`config.mk`:
```
export PLATFORM = sky130hd
export DESIGN_NAME = muldiv_unit
export DESIGN_NICKNAME = d
export VERILOG_FILES = /design/src/rtl/riscv_m_pkg.sv /design/src/rtl/muldiv_iter_step.sv /design/src/rtl/muldiv_unit.sv
export SDC_FILE = /design/constraint.sdc
export NUM_CORES = 1
export LEC_CHECK = 0
export BUFFER_PORTS_ARGS = -buffer_cell sky130_fd_sc_hd__clkbuf_2
export CAP_MARGIN = 20
export CORE_UTILIZATION = 30
export DETAILED_ROUTE_END_ITERATION = 8
export GPL_ROUTABILITY_DRIVEN = 0
export HOLD_SLACK_MARGIN = 0.08
export PLACE_DENSITY = 0.49
export SLEW_MARGIN = 5
export SYNTH_ARGS = -nofsm -noshare
export SYNTH_HDL_FRONTEND = slang
export SYNTH_SLANG_ARGS = --single-unit
```
`constraint.sdc`:
```
create_clock -name clk -period 9.5 [get_ports clk]
set_input_delay 0.475 -clock clk [delete_from_list [all_inputs] [get_ports clk]]
set_output_delay 0.475 -clock clk [all_outputs]
set_load 0.005 [all_outputs]
```
`src/rtl/riscv_m_pkg.sv`:
```
// Shared definitions for the RV32M multiply/divide unit: funct3 codes, FSM states, width default.
package riscv_m_pkg;

  localparam int unsigned XLEN_DEFAULT = 32;

  localparam logic [2:0] F3_MUL    = 3'b000;
  localparam logic [2:0] F3_MULH   = 3'b001;
  localparam logic [2:0] F3_MULHSU = 3'b010;
  localparam logic [2:0] F3_MULHU  = 3'b011;
  localparam logic [2:0] F3_DIV    = 3'b100;
  localparam logic [2:0] F3_DIVU   = 3'b101;
  localparam logic [2:0] F3_REM    = 3'b110;
  localparam logic [2:0] F3_REMU   = 3'b111;

  typedef enum logic [1:0] {
    StIdle,
    StRun,
    StFix,
    StDone
  } state_e;

  function automatic logic is_div_op(logic [2:0] f3);
    return f3[2];
  endfunction

endpackage

```
`src/rtl/muldiv_iter_step.sv`:
```
// One radix-2 iteration: shift-add multiply step or restoring divide step on magnitudes.
module muldiv_iter_step #(
  parameter int unsigned XLEN = 32
) (
  input  logic [XLEN-1:0] acc,
  input  logic [XLEN-1:0] acc_lo,
  input  logic [XLEN-1:0] operand,
  input  logic            div_mode,
  output logic [XLEN-1:0] next_acc,
  output logic [XLEN-1:0] next_lo,
  output logic            q_bit
);

  logic [XLEN:0]   sum;
  logic [XLEN:0]   shifted;
  logic [XLEN-1:0] diff;
  logic            fits;

  always_comb begin
    sum      = {1'b0, acc} + (acc_lo[0] ? {1'b0, operand} : '0);
    shifted  = {acc, acc_lo[XLEN-1]};
    // Modular subtract is exact whenever the trial fits, since remainder < divisor.
    diff     = shifted[XLEN-1:0] - operand;
    fits     = shifted >= {1'b0, operand};
    next_acc = '0;
    next_lo  = '0;
    q_bit    = 1'b0;
    if (div_mode) begin
      q_bit    = fits;
      next_acc = fits ? diff : shifted[XLEN-1:0];
      next_lo  = {acc_lo[XLEN-2:0], 1'b0};
    end else begin
      next_acc = sum[XLEN:1];
      next_lo  = {sum[0], acc_lo[XLEN-1:1]};
    end
  end

endmodule

```
`src/rtl/muldiv_unit.sv`:
```
// Iterative RV32M multiply/divide unit: XLEN RUN cycles, one FIX cycle, fixed latency XLEN+2.
module muldiv_unit
  import riscv_m_pkg::*;
#(
  parameter int unsigned XLEN = XLEN_DEFAULT
) (
  input  logic            clk,
  input  logic            reset,
  input  logic            start,
  input  logic [2:0]      funct3,
  input  logic [XLEN-1:0] op_a,
  input  logic [XLEN-1:0] op_b,
  output logic            busy,
  output logic            done,
  output logic [XLEN-1:0] result
);

  localparam int unsigned CntW = $clog2(XLEN);
  localparam logic [CntW-1:0] LastCnt = CntW'(XLEN - 1);
  localparam logic [XLEN-1:0] MinNeg = {1'b1, {(XLEN - 1){1'b0}}};

  state_e            state_q, state_d;
  logic [CntW-1:0]   count_q;
  logic [2:0]        f3_q;
  logic [XLEN-1:0]   hi_q, lo_q, opnd_q, a_raw_q, result_q;
  logic              neg_a_q, neg_b_q, b_zero_q, ovf_q;

  logic              accept, signed_a, signed_b, neg_a, neg_b, ovf;
  logic [XLEN-1:0]   mag_a, mag_b;
  logic              div_mode, step_q;
  logic [XLEN-1:0]   step_acc, step_lo, lo_d;
  logic [2*XLEN-1:0] prod, prod_s;
  logic [XLEN-1:0]   quo_s, rem_s, fix_result;

  assign accept = start && ((state_q == StIdle) || (state_q == StDone));

  always_comb begin
    signed_a = (funct3 == F3_MULH) || (funct3 == F3_MULHSU) ||
               (funct3 == F3_DIV)  || (funct3 == F3_REM);
    signed_b = (funct3 == F3_MULH) || (funct3 == F3_DIV) || (funct3 == F3_REM);
    neg_a    = signed_a && op_a[XLEN-1];
    neg_b    = signed_b && op_b[XLEN-1];
    mag_a    = neg_a ? -op_a : op_a;
    mag_b    = neg_b ? -op_b : op_b;
    ovf      = ((funct3 == F3_DIV) || (funct3 == F3_REM)) &&
               (op_a == MinNeg) && (op_b == '1);
  end

  always_comb begin
    state_d = state_q;
    unique case (state_q)
      StIdle: if (start) state_d = StRun;
      StRun:  if (count_q == LastCnt) state_d = StFix;
      StFix:  state_d = StDone;
      StDone: state_d = start ? StRun : StIdle;
      default: state_d = StIdle;
    endcase
  end

  assign div_mode = is_div_op(f3_q);

  muldiv_iter_step #(
    .XLEN(XLEN)
  ) u_step (
    .acc     (hi_q),
    .acc_lo  (lo_q),
    .operand (opnd_q),
    .div_mode(div_mode),
    .next_acc(step_acc),
    .next_lo (step_lo),
    .q_bit   (step_q)
  );

  // Divide shifts quotient bits in at the bottom as dividend bits leave the top.
  assign lo_d = div_mode ? {step_lo[XLEN-1:1], step_q} : step_lo;

  always_comb begin
    prod       = {hi_q, lo_q};
    prod_s     = (neg_a_q ^ neg_b_q) ? -prod : prod;
    quo_s      = (neg_a_q ^ neg_b_q) ? -lo_q : lo_q;
    rem_s      = neg_a_q ? -hi_q : hi_q;
    fix_result = '0;
    case (f3_q)
      F3_MUL:                        fix_result = prod_s[XLEN-1:0];
      F3_MULH, F3_MULHSU, F3_MULHU:  fix_result = prod_s[2*XLEN-1:XLEN];
      F3_DIV, F3_DIVU:               fix_result = b_zero_q ? '1 : (ovf_q ? MinNeg : quo_s);
      F3_REM, F3_REMU:               fix_result = b_zero_q ? a_raw_q : (ovf_q ? '0 : rem_s);
      default:                       fix_result = '0;
    endcase
  end

  always_ff @(posedge clk) begin
    if (reset) begin
      state_q  <= StIdle;
      count_q  <= '0;
      f3_q     <= '0;
      hi_q     <= '0;
      lo_q     <= '0;
      opnd_q   <= '0;
      a_raw_q  <= '0;
      neg_a_q  <= 1'b0;
      neg_b_q  <= 1'b0;
      b_zero_q <= 1'b0;
      ovf_q    <= 1'b0;
      result_q <= '0;
    end else begin
      state_q <= state_d;
      if (accept) begin
        f3_q     <= funct3;
        hi_q     <= '0;
        lo_q     <= mag_a;
        opnd_q   <= mag_b;
        a_raw_q  <= op_a;
        neg_a_q  <= neg_a;
        neg_b_q  <= neg_b;
        b_zero_q <= (op_b == '0);
        ovf_q    <= ovf;
        count_q  <= '0;
      end else if (state_q == StRun) begin
        hi_q    <= step_acc;
        lo_q    <= lo_d;
        count_q <= (count_q == LastCnt) ? count_q : count_q + 1'b1;
      end
      if (state_q == StFix) begin
        result_q <= fix_result;
      end
    end
  end

  assign busy   = (state_q == StRun) || (state_q == StFix);
  assign done   = (state_q == StDone);
  assign result = result_q;

endmodule

```
[Yosys cells after proc, flatten, opt, wreduce, memory -nomap -nowiden]
Cells that the tools add are included.
Storage, ports and cells
  bits of input ports: 70
  logic and storage cells: 86
  output and inout bits: 34
  register bits: 174
Operators by class
  equal/unequal tests: 19
  add/subtract/negate cells: 8
  muxes and demuxes: 21
  magnitude comparators: 1
  bitwise gates (word level): 2
  reduce and logical (&&, ||, !) cells: 23
Operator list (number)
  32-bit 2-to-1 mux: 14
  32-bit negator: 4
  32-bit case mux with 4 select lines: 1
  32-bit equality test, second input constant: 2
  64-bit 2-to-1 mux: 1
  64-bit negator: 1
  32-bit by 33-bit adder with 33-bit output: 1
  33-bit by 32-bit greater-or-equal comparator with 1-bit output: 1
  32-bit zero test: 1
  32-bit subtractor: 1
  3-bit equality test, second input constant: 6
  3-bit by 2-bit equality test with 1-bit output, second input constant: 3
  1-bit logical OR: 8
  2-bit case mux with 4 select lines: 1
  3-bit by 1-bit equality test with 1-bit output, second input constant: 2
  2-bit OR reduction: 3
  5-bit by 1-bit adder with 5-bit output, second input constant: 1
  5-bit equality test, second input constant: 1
  1-bit logical AND: 5
  2-bit equality test, second input constant: 2
  2-bit 2-to-1 mux: 2
  2-bit != test, second input constant: 2
  2-bit AND reduction: 2
  3-bit zero test: 1
  7 further kinds: 8

[Depth between registers and ports, before layout]
Gate-level depths: netlist of run 1.
  word-level depth: 7
  mapped depth: 14
  mapped depth without buffers: 12

[Hierarchy]
From an unflattened synthesis of run 1, not the netlist that was laid out.
Second synthesis, totals
  cells, all modules: 2148
  area total of the unflattened synthesis: 15885.2 um^2
By module, submodules not included
  muldiv_unit: area each 11148.2 um^2, times used 1, seq. area each 3483.3 um^2, cells an instance 1446
  muldiv_iter_step: area each 4737.0 um^2, times used 1, seq. area each 0.0 um^2, cells an instance 702

[Worst setup path after synthesis of run 1]
No wires, ideal clock.
  kind: flip-flop to flip-flop
  start: reg lo_q[0]
  end: reg hi_q[24]
  arrival: 3.167 ns
  slack: 6.273 ns
  stages on the path, launching flop included: 14
  library setup time: 0.060 ns
  data required time: 9.440 ns
  buffers on the path: 2
  period minus slack after synthesis: 3.227 ns
  cells stage by stage: dfxtp_1 clkbuf_1 inv_1 buf_1 nor2_1 ha_1 nand2_1 o31ai_1 o211ai_1 a31oi_1 a211oi_1 o211a_1 a2111oi_0 a22o_1
On the way
  longest elaborated chain between the ends: 3
RTL lines
  start, declared: line muldiv_unit.sv:25  | logic [XLEN-1:0] hi_q, lo_q, opnd_q, a_raw_q, result_q;
  start signal, assigned: line muldiv_unit.sv:111  | lo_q <= mag_a;
  start signal, assigned: line muldiv_unit.sv:121  | lo_q <= lo_d;
  32-bit 2-to-1 mux: line muldiv_iter_step.sv:20  | sum = {1'b0, acc} + (acc_lo[0] ? {1'b0, operand} : '0);
  32-bit by 33-bit adder with 33-bit output: line muldiv_iter_step.sv:20
  32-bit 2-to-1 mux: line muldiv_iter_step.sv:28  | if (div_mode) begin
  end signal, assigned: line muldiv_unit.sv:120  | hi_q <= step_acc;
  end, declared: line muldiv_unit.sv:25
No other way between the ends.
A chain may end at the register's enable or synchronous reset.

[Worst setup path after layout of run 1]
  start: reg hi_q[17]
  end: reg hi_q[15]
On the way
  longest elaborated chain between the ends: 3
RTL lines
  33-bit by 32-bit greater-or-equal comparator with 1-bit output: line muldiv_iter_step.sv:24  | fits = shifted >= {1'b0, operand};
  32-bit 2-to-1 mux: line muldiv_iter_step.sv:30  | next_acc = fits ? diff : shifted[XLEN-1:0];
  32-bit 2-to-1 mux: line muldiv_iter_step.sv:28
No other way between the ends.

==> run metrics, run 1 <==
number of synthesized flops with an enable pin 0; MaxCap Viol Count 0; Post-Syn Area between 15000 and 20000 sq um; initial drt markers approximately 1700; Worst Reg-to-Reg Cells 9; Pwr Total 5.72 mW; Hold Path Depth 3; die area about 53000 sq um; hold_ws roughly 270 ps; Reg clk slew, reported paths 80 ps; register area 3490 sq um; sequential cell fraction of total power 0.230; number of remaining DRC errors 0; # rows between 80 and 90; max-slew violations 0; Via Count about 17000; worst-skew pair later-pin latency 480 ps; Buf/Inv on CP 0; Worst Path Required just under 10000 ps; post-route minimum period 4530 ps; Post-CTS Resized 0; static leakage between 6 and 7 nW; Unique masters post-synth 85; Boundary Pins between 100 and 150; CTS Buffer Depth 2; final setup margin a little under 5000 ps; vias in the first global route 15800; largest cells by area after synthesis dfxtp_1, a21oi_1, ha_1; Clk pwr share 0.125; Via density 6.01; Cells after Synth about 2200; max_slew headroom 0.288; critical path, cell by cell ha_1, a21oi_1, o21ai_0, a221oi_2, nand3_1, o211ai_2, nand2_1, a311o_1, a32o_1; core area between 50000 and 60000 sq um; kind of end point of the critical path flop; clock skew 17.7 ps; Startpoint Class flop; sw frac 0.550; CP max stage delay ~860 ps; Slew @ Worst Pin approximately 1100 ps; ANT cells 0; Synth async-reset ratio 0; Power per Cell Area 332 nW/um^2; Crit path max-delay family compound AO/OA/AOI/OAI gates; area share of the largest cell type after synthesis 0.222; Avg Synthesized Cell Area between 7 and 8 sq um; count leader, synth nor2_1; Fmax approximately 220 MHz; RSZ-0062 raised after global routing false; WP depth 9; Critical Path Fanout Max 18; Logic pwr share 0.645; first-pass GRT wire length approximately 98000 microns; Post-DP HPWL ~50000 microns; layout cell share with drive strength beyond 1 0.100; Yosys top cell by area dfxtp_1; initial antenna violation count 0; synth warn 0; Die Wd 231 microns; remaining antenna violation count after routing 0; total CTS buffers 17; gr usage total 0.241; global route overflow 0; layout net count 2307; TNS Setup 0 ps; ratio of final minimum period to clock period 0.477; Pre-antenna DRT Iters 6; die height between 200 and 250 microns; routed wire length between 60000 and 70000 microns; critical path type flop to flop; post-CTS setup buffers 0; final setup violating endpoints 0; Final Instance Area around 17000 sq um; Multi-input gate area 11300 sq um; Final Hold Viols 0; Crit-path slowest cell o211ai_2; switching power approximately 3.1 mW; status finished, final reports clean; largest net degree at the start of global routing 80; P_int around 2.6 mW; post-synthesis sequential area ratio 0.222; #FFs+latches synth 174; Synth-to-Final Area Change 9.68%; Synthesized Nets ~2300; worst vdd ir roughly 0.00029 V; Port Buffers just over 100; routed len/inst 22.7 microns; Root Driver clkbuf_16; CTS Sinks about 170; commonest cells in the netlist nor2_1, nand2_1, a21oi_1, dfxtp_1, o21ai_0; # hold bufs at CTS 0; # fillers 5661; Initial Util 0.305; H-tree levels 4; Critical Path AT 4900 ps; Hold WC Path Type primary input to flop; Top FF cell, synth dfxtp_1; placed cell area 16700 sq um; CTS tree done; pre-CTS setup slack between 5000 and 6000 ps
==> layout make-up <==
type                            instances  share of cell area
Multi-Input combinational cell       1764               0.657
Clock inverter                         14             0.00770
Tap cell                              680              0.0494
Clock buffer                           17              0.0247
Timing Repair Buffer                  134              0.0436
Inverter                               68              0.0148
Sequential cell                       174               0.203
==> worst register-to-register path, cell delays in order (launching register included) <==
cell and delay, ps:
dfxtp_1 540, ha_1 380, a21oi_1 210, o21ai_0 300
a221oi_2 460, nand3_1 180, o211ai_2 860, nand2_1 770
a311o_1 490, a32o_1 240
==> logic make-up after synthesis <==
| group | after synthesis | synth area share |
|---|---|---|
| DFF | 174 | 0.222 |
| and+or+nand+nor | 718 | 0.214 |
| xor gates and xnor gates | 170 | 0.0948 |
| adders and majority gates | 78 | 0.0631 |
| AOI/OAI and AO/OA | 752 | 0.316 |
| muxes | 46 | 0.0300 |
| buffers and inverters | 234 | 0.0593 |
==> final timing paths <==
| kind | start | endpoint | slack [ps] |
|---|---|---|---|
| worst max-delay path | hi_q[17]$_SDFFE_PP0P_ | hi_q[15]$_SDFFE_PP0P_ | 4970 |
| worst min-delay path | funct3[1] | f3_q[1]$_SDFFE_PP0P_ | 270 |
| worst min register to register | a_raw_q[1]$_SDFFE_PP0P_ | a_raw_q[1]$_SDFFE_PP0P_ | 460 |
| worst max register to register | hi_q[17]$_SDFFE_PP0P_ | hi_q[15]$_SDFFE_PP0P_ | 4970 |
==> cell usage in the layout, fill, tap and decap left out, drive strengths merged, types with 27 or more instances in the layout <==
master and instances:
buf 32, o21ai 151, dfxtp 174, a21oi 199
a31oi 27, clkbuf 119, nand2 215, nor2 236
a211oi 89, xor2 80, nor4 28, o211ai 32
inv 72, nand3 46, mux2i 37, ha 76
a21o 32, xnor2 90, nand4 34, nor3 53
==> metal layers <==
metal,global-route usage,vias up,wire [microns]
met5,0,-,0
li1,-,8006,-
met4,0.114,0,2860
met1,0.330,8218,29200
met2,0.363,766,27900
met3,0.0453,142,4920
==> registers in the layout, summed over array words and instances, names as in the netlist, 2 cells and up <==
| register | cells |
|---|---|
| f3_q | 3 |
| a_raw_q | 32 |
| hi_q | 32 |
| lo_q | 32 |
| result | 32 |
| state_q | 2 |
| count_q | 5 |
| opnd_q | 32 |
==> power groups by stage <==
stage / clock network (mW) / registers (mW) / logic [mW]
6_report: 0.712 / 1.32 / 3.69
5_1_grt: 0.752 / 1.34 / 4.01
4_1_cts: 0.727 / 1.31 / 3.61
3_5_place_dp: 0 / 1.32 / 3.59
3_3_place_gp: 0 / 1.32 / 3.59
2_1_floorplan: 0 / 1.09 / 2.69
==> through the flow <==
stage,utilization,std cells
CTS,0.334,2851
global placement,0.323,2820
floorplan,-,2172
detailed placement,0.323,2820
global route,0.334,2851
finish,0.334,2851
(Power assumes the default switching activity.)
==> run 2, diff against run 1 <==
Settings changed: PLACE_DENSITY 0.49 to 0.51.
Clock period 9.5 ns to 4.05 ns, I/O delays scaled along.
==> run 2 against run 1 <==
- final cell count increased by 3.1%
- utilization increased by 1.6 points
- first-iteration DRC count increased by 15%
- global-route usage grew 0.46 points
- maximum frequency up 20%
- die area unchanged
- flip-flop and latch count did not move
- clock power rose by 140%
- worst hold slack worse by 160 ps
- highest routed layer unchanged
==> run metrics, run 2 (synthesis gave the netlist of run 1 again) <==
sequential cell fraction of total power 0.212 (-0.018); post-CTS setup buffers 0 (unchanged); Synth-to-Final Area Change 14.8%; WL met3 4970 microns (+1.1%); R2R setup slack 280 ps (-4690 ps); number of remaining DRC errors 0 (unchanged); largest net degree at the start of global routing 72 (-10%); layout net count 2392 (+3.7%); Metal-1 WL 29900 microns (+2.7%); Hold Path Depth 3 (unchanged); post-route minimum period 3770 ps (-761 ps); HP Start op_b[22]; Post-Layout Cell Count 2938 (+3.1%); sw frac 0.547 (-0.00281); Fmax 265 MHz (+20%); Pwr Total 13.8 mW (+140%); global route overflow 0 (unchanged); Root Driver clkbuf_16; Worst Path Required 4480 ps (-5390 ps); Worst Reg-to-Reg Cells 8 (-1); worst-skew pair later-pin latency 490 ps (about the same); max_slew headroom 0.222 (-0.0657); die area 53200 sq um (unchanged); max-slew violations 0 (unchanged); ratio of final minimum period to clock period 0.930 (+0.454); die height 231 microns (unchanged); Post-DP HPWL 50400 microns (+1.8%); Slew @ Worst Pin 1160 ps (+97.4 ps); kind of end point of the critical path flop; initial drt markers 1952 (+15%); Clk pwr share 0.125 (about the same); core area 51500 sq um (unchanged); Critical Path AT 4200 ps (-700 ps); final setup violating endpoints 0 (unchanged); start point of the critical path lo_q[11]$_SDFFE_PP0P_; MaxCap Viol Count 0 (unchanged); worst vdd ir 0.000425 V (+48%); routed len/inst 22.6 microns (-0.54%); uppermost layer routed met4; Initial Util 0.305 (unchanged); Port Buffers 103 (unchanged); most frequent cells in the layout nor2_1, nand2_1, a21oi_1, dfxtp_1, o21ai_0; R2R Path Start lo_q[11]$_SDFFE_PP0P_; H-tree levels 4 (unchanged); met2 routed WL 29500 microns (+5.9%); P_int 6.26 mW (+140%); Final Instance Area 18000 sq um (+4.7%); static leakage 7.00 nW (+6.3%); critical path type flop to flop; Critical Path Fanout Max 8 (-10); clock skew 21.1 ps (+3.41 ps); Pre-antenna DRT Iters 6 (unchanged); gr usage total 0.246 (+0.00460); worst r2r dst result[7]$_SDFFE_PP0N_; status finished, final reports clean; CTS Sinks 174 (unchanged); Power per Cell Area 767 nW/um^2 (+130%); # rows 83 (unchanged); Reg clk slew, reported paths 80 ps (about the same); Startpoint Class flop; switching power 7.56 mW (+140%); Boundary Pins 104 (unchanged); placed cell count 2863 (+1.5%); Via Count 17500 (+2.2%); initial antenna violation count 2 (+2); hold endpoint opnd_q[22]$_SDFFE_PP0P_; final core utilization 0.350 (+0.0155); first-pass GRT wire length 100000 microns (+2.0%); CTS Buffer Depth 2 (unchanged); remaining antenna violation count after routing 0 (unchanged); commonest non-fill, non-tap cell in the layout nor2_1; layout cell share with drive strength beyond 1 0.117 (+0.0166); RSZ-0062 raised after global routing false; routed wire length 66400 microns (+2.5%); Die Wd 231 microns (unchanged); total CTS buffers 17 (unchanged); vias in the first global route 16100 (+1.8%); Via density 5.96 (-0.81%); Hold WC Path Type primary input to flop; CTS tree done; Final Hold Viols 0 (unchanged); Logic pwr share 0.664 (+0.019); placed cell area 17000 sq um (+2.0%); TNS Setup 0 ps (unchanged)
[run 2: changes by cell type in the layout (fill, tap and decap cells not counted), moves of 2 or more]
cell / previous run / this run
buf_4: 32 / 74
nor2_2: 1 / 3
nor2_1: 234 / 232
clkinv_2: 4 / 0
clkinvlp_4: 1 / 3
clkinv_8: 0 / 3
inv_6: 4 / 2
dlygate4sd3_1: 0 / 42
[run 2: how the worst max path moves through the flow]
stage                             endpoint  cells after the start
floorplan            hi_q[24]$_SDFFE_PP0P_                     13
global placement     hi_q[24]$_SDFFE_PP0P_                     12
detailed placement   hi_q[24]$_SDFFE_PP0P_                     12
CTS                  hi_q[24]$_SDFFE_PP0P_                     12
global route         hi_q[24]$_SDFFE_PP0P_                     12
finish              result[7]$_SDFFE_PP0N_                      8
[run 2: through the flow]
stage / hold slack, ps / setup slack, ps
global placement: 443 / 419
detailed placement: 446 / 397
finish: 106 / 282
global route: 109 / 66.4
floorplan: 316 / 823
CTS: 83.3 / 351
[run 2: metal layers]
metal | vias to the layer above | track usage
met4 | 0 | 0.0807
li1 | 8189 | -
met5 | - | 0
met1 | 8474 | 0.339
met3 | 112 | 0.0464
met2 | 737 | 0.382
[run 2: cell type report]
type / count / area (sq um)
Inverter: 68 / 255
Clock buffer: 18 / 439
Sequential cell: 174 / 3490
Antenna cell: 1 / 2.50
Clock inverter: 14 / 149
Timing Repair Buffer: 219 / 1510
Tap cell: 680 / 851
Fill cell: 5563 / 33500
Multi-Input combinational cell: 1764 / 11300
[run 2: power groups by stage]
stage / Clock [mW] / Combinational (mW) / Sequential (mW)
2_1_floorplan: 0 / 6.31 / 2.57
3_3_place_gp: 0 / 8.83 / 2.92
3_5_place_dp: 0 / 8.88 / 2.94
4_1_cts: 1.74 / 8.95 / 2.90
5_1_grt: 1.80 / 9.89 / 2.97
6_report: 1.72 / 9.17 / 2.93
[run 2: repair_timing]
action	CTS	global route
resized for setup	0	2
hold buffers	42	0
hold endpoints to repair	56	0
setup endpoints to repair	0	2
[run 2: critical path, cell delays in order, from the launching register on]
cell and delay [ps]:
dfxtp_1 420, nor4_1 750, nand3_1 430, nand4b_1 610
o41ai_1 530, xnor2_1 260, nor2_1 90, a2111oi_0 470
a211o_1 150
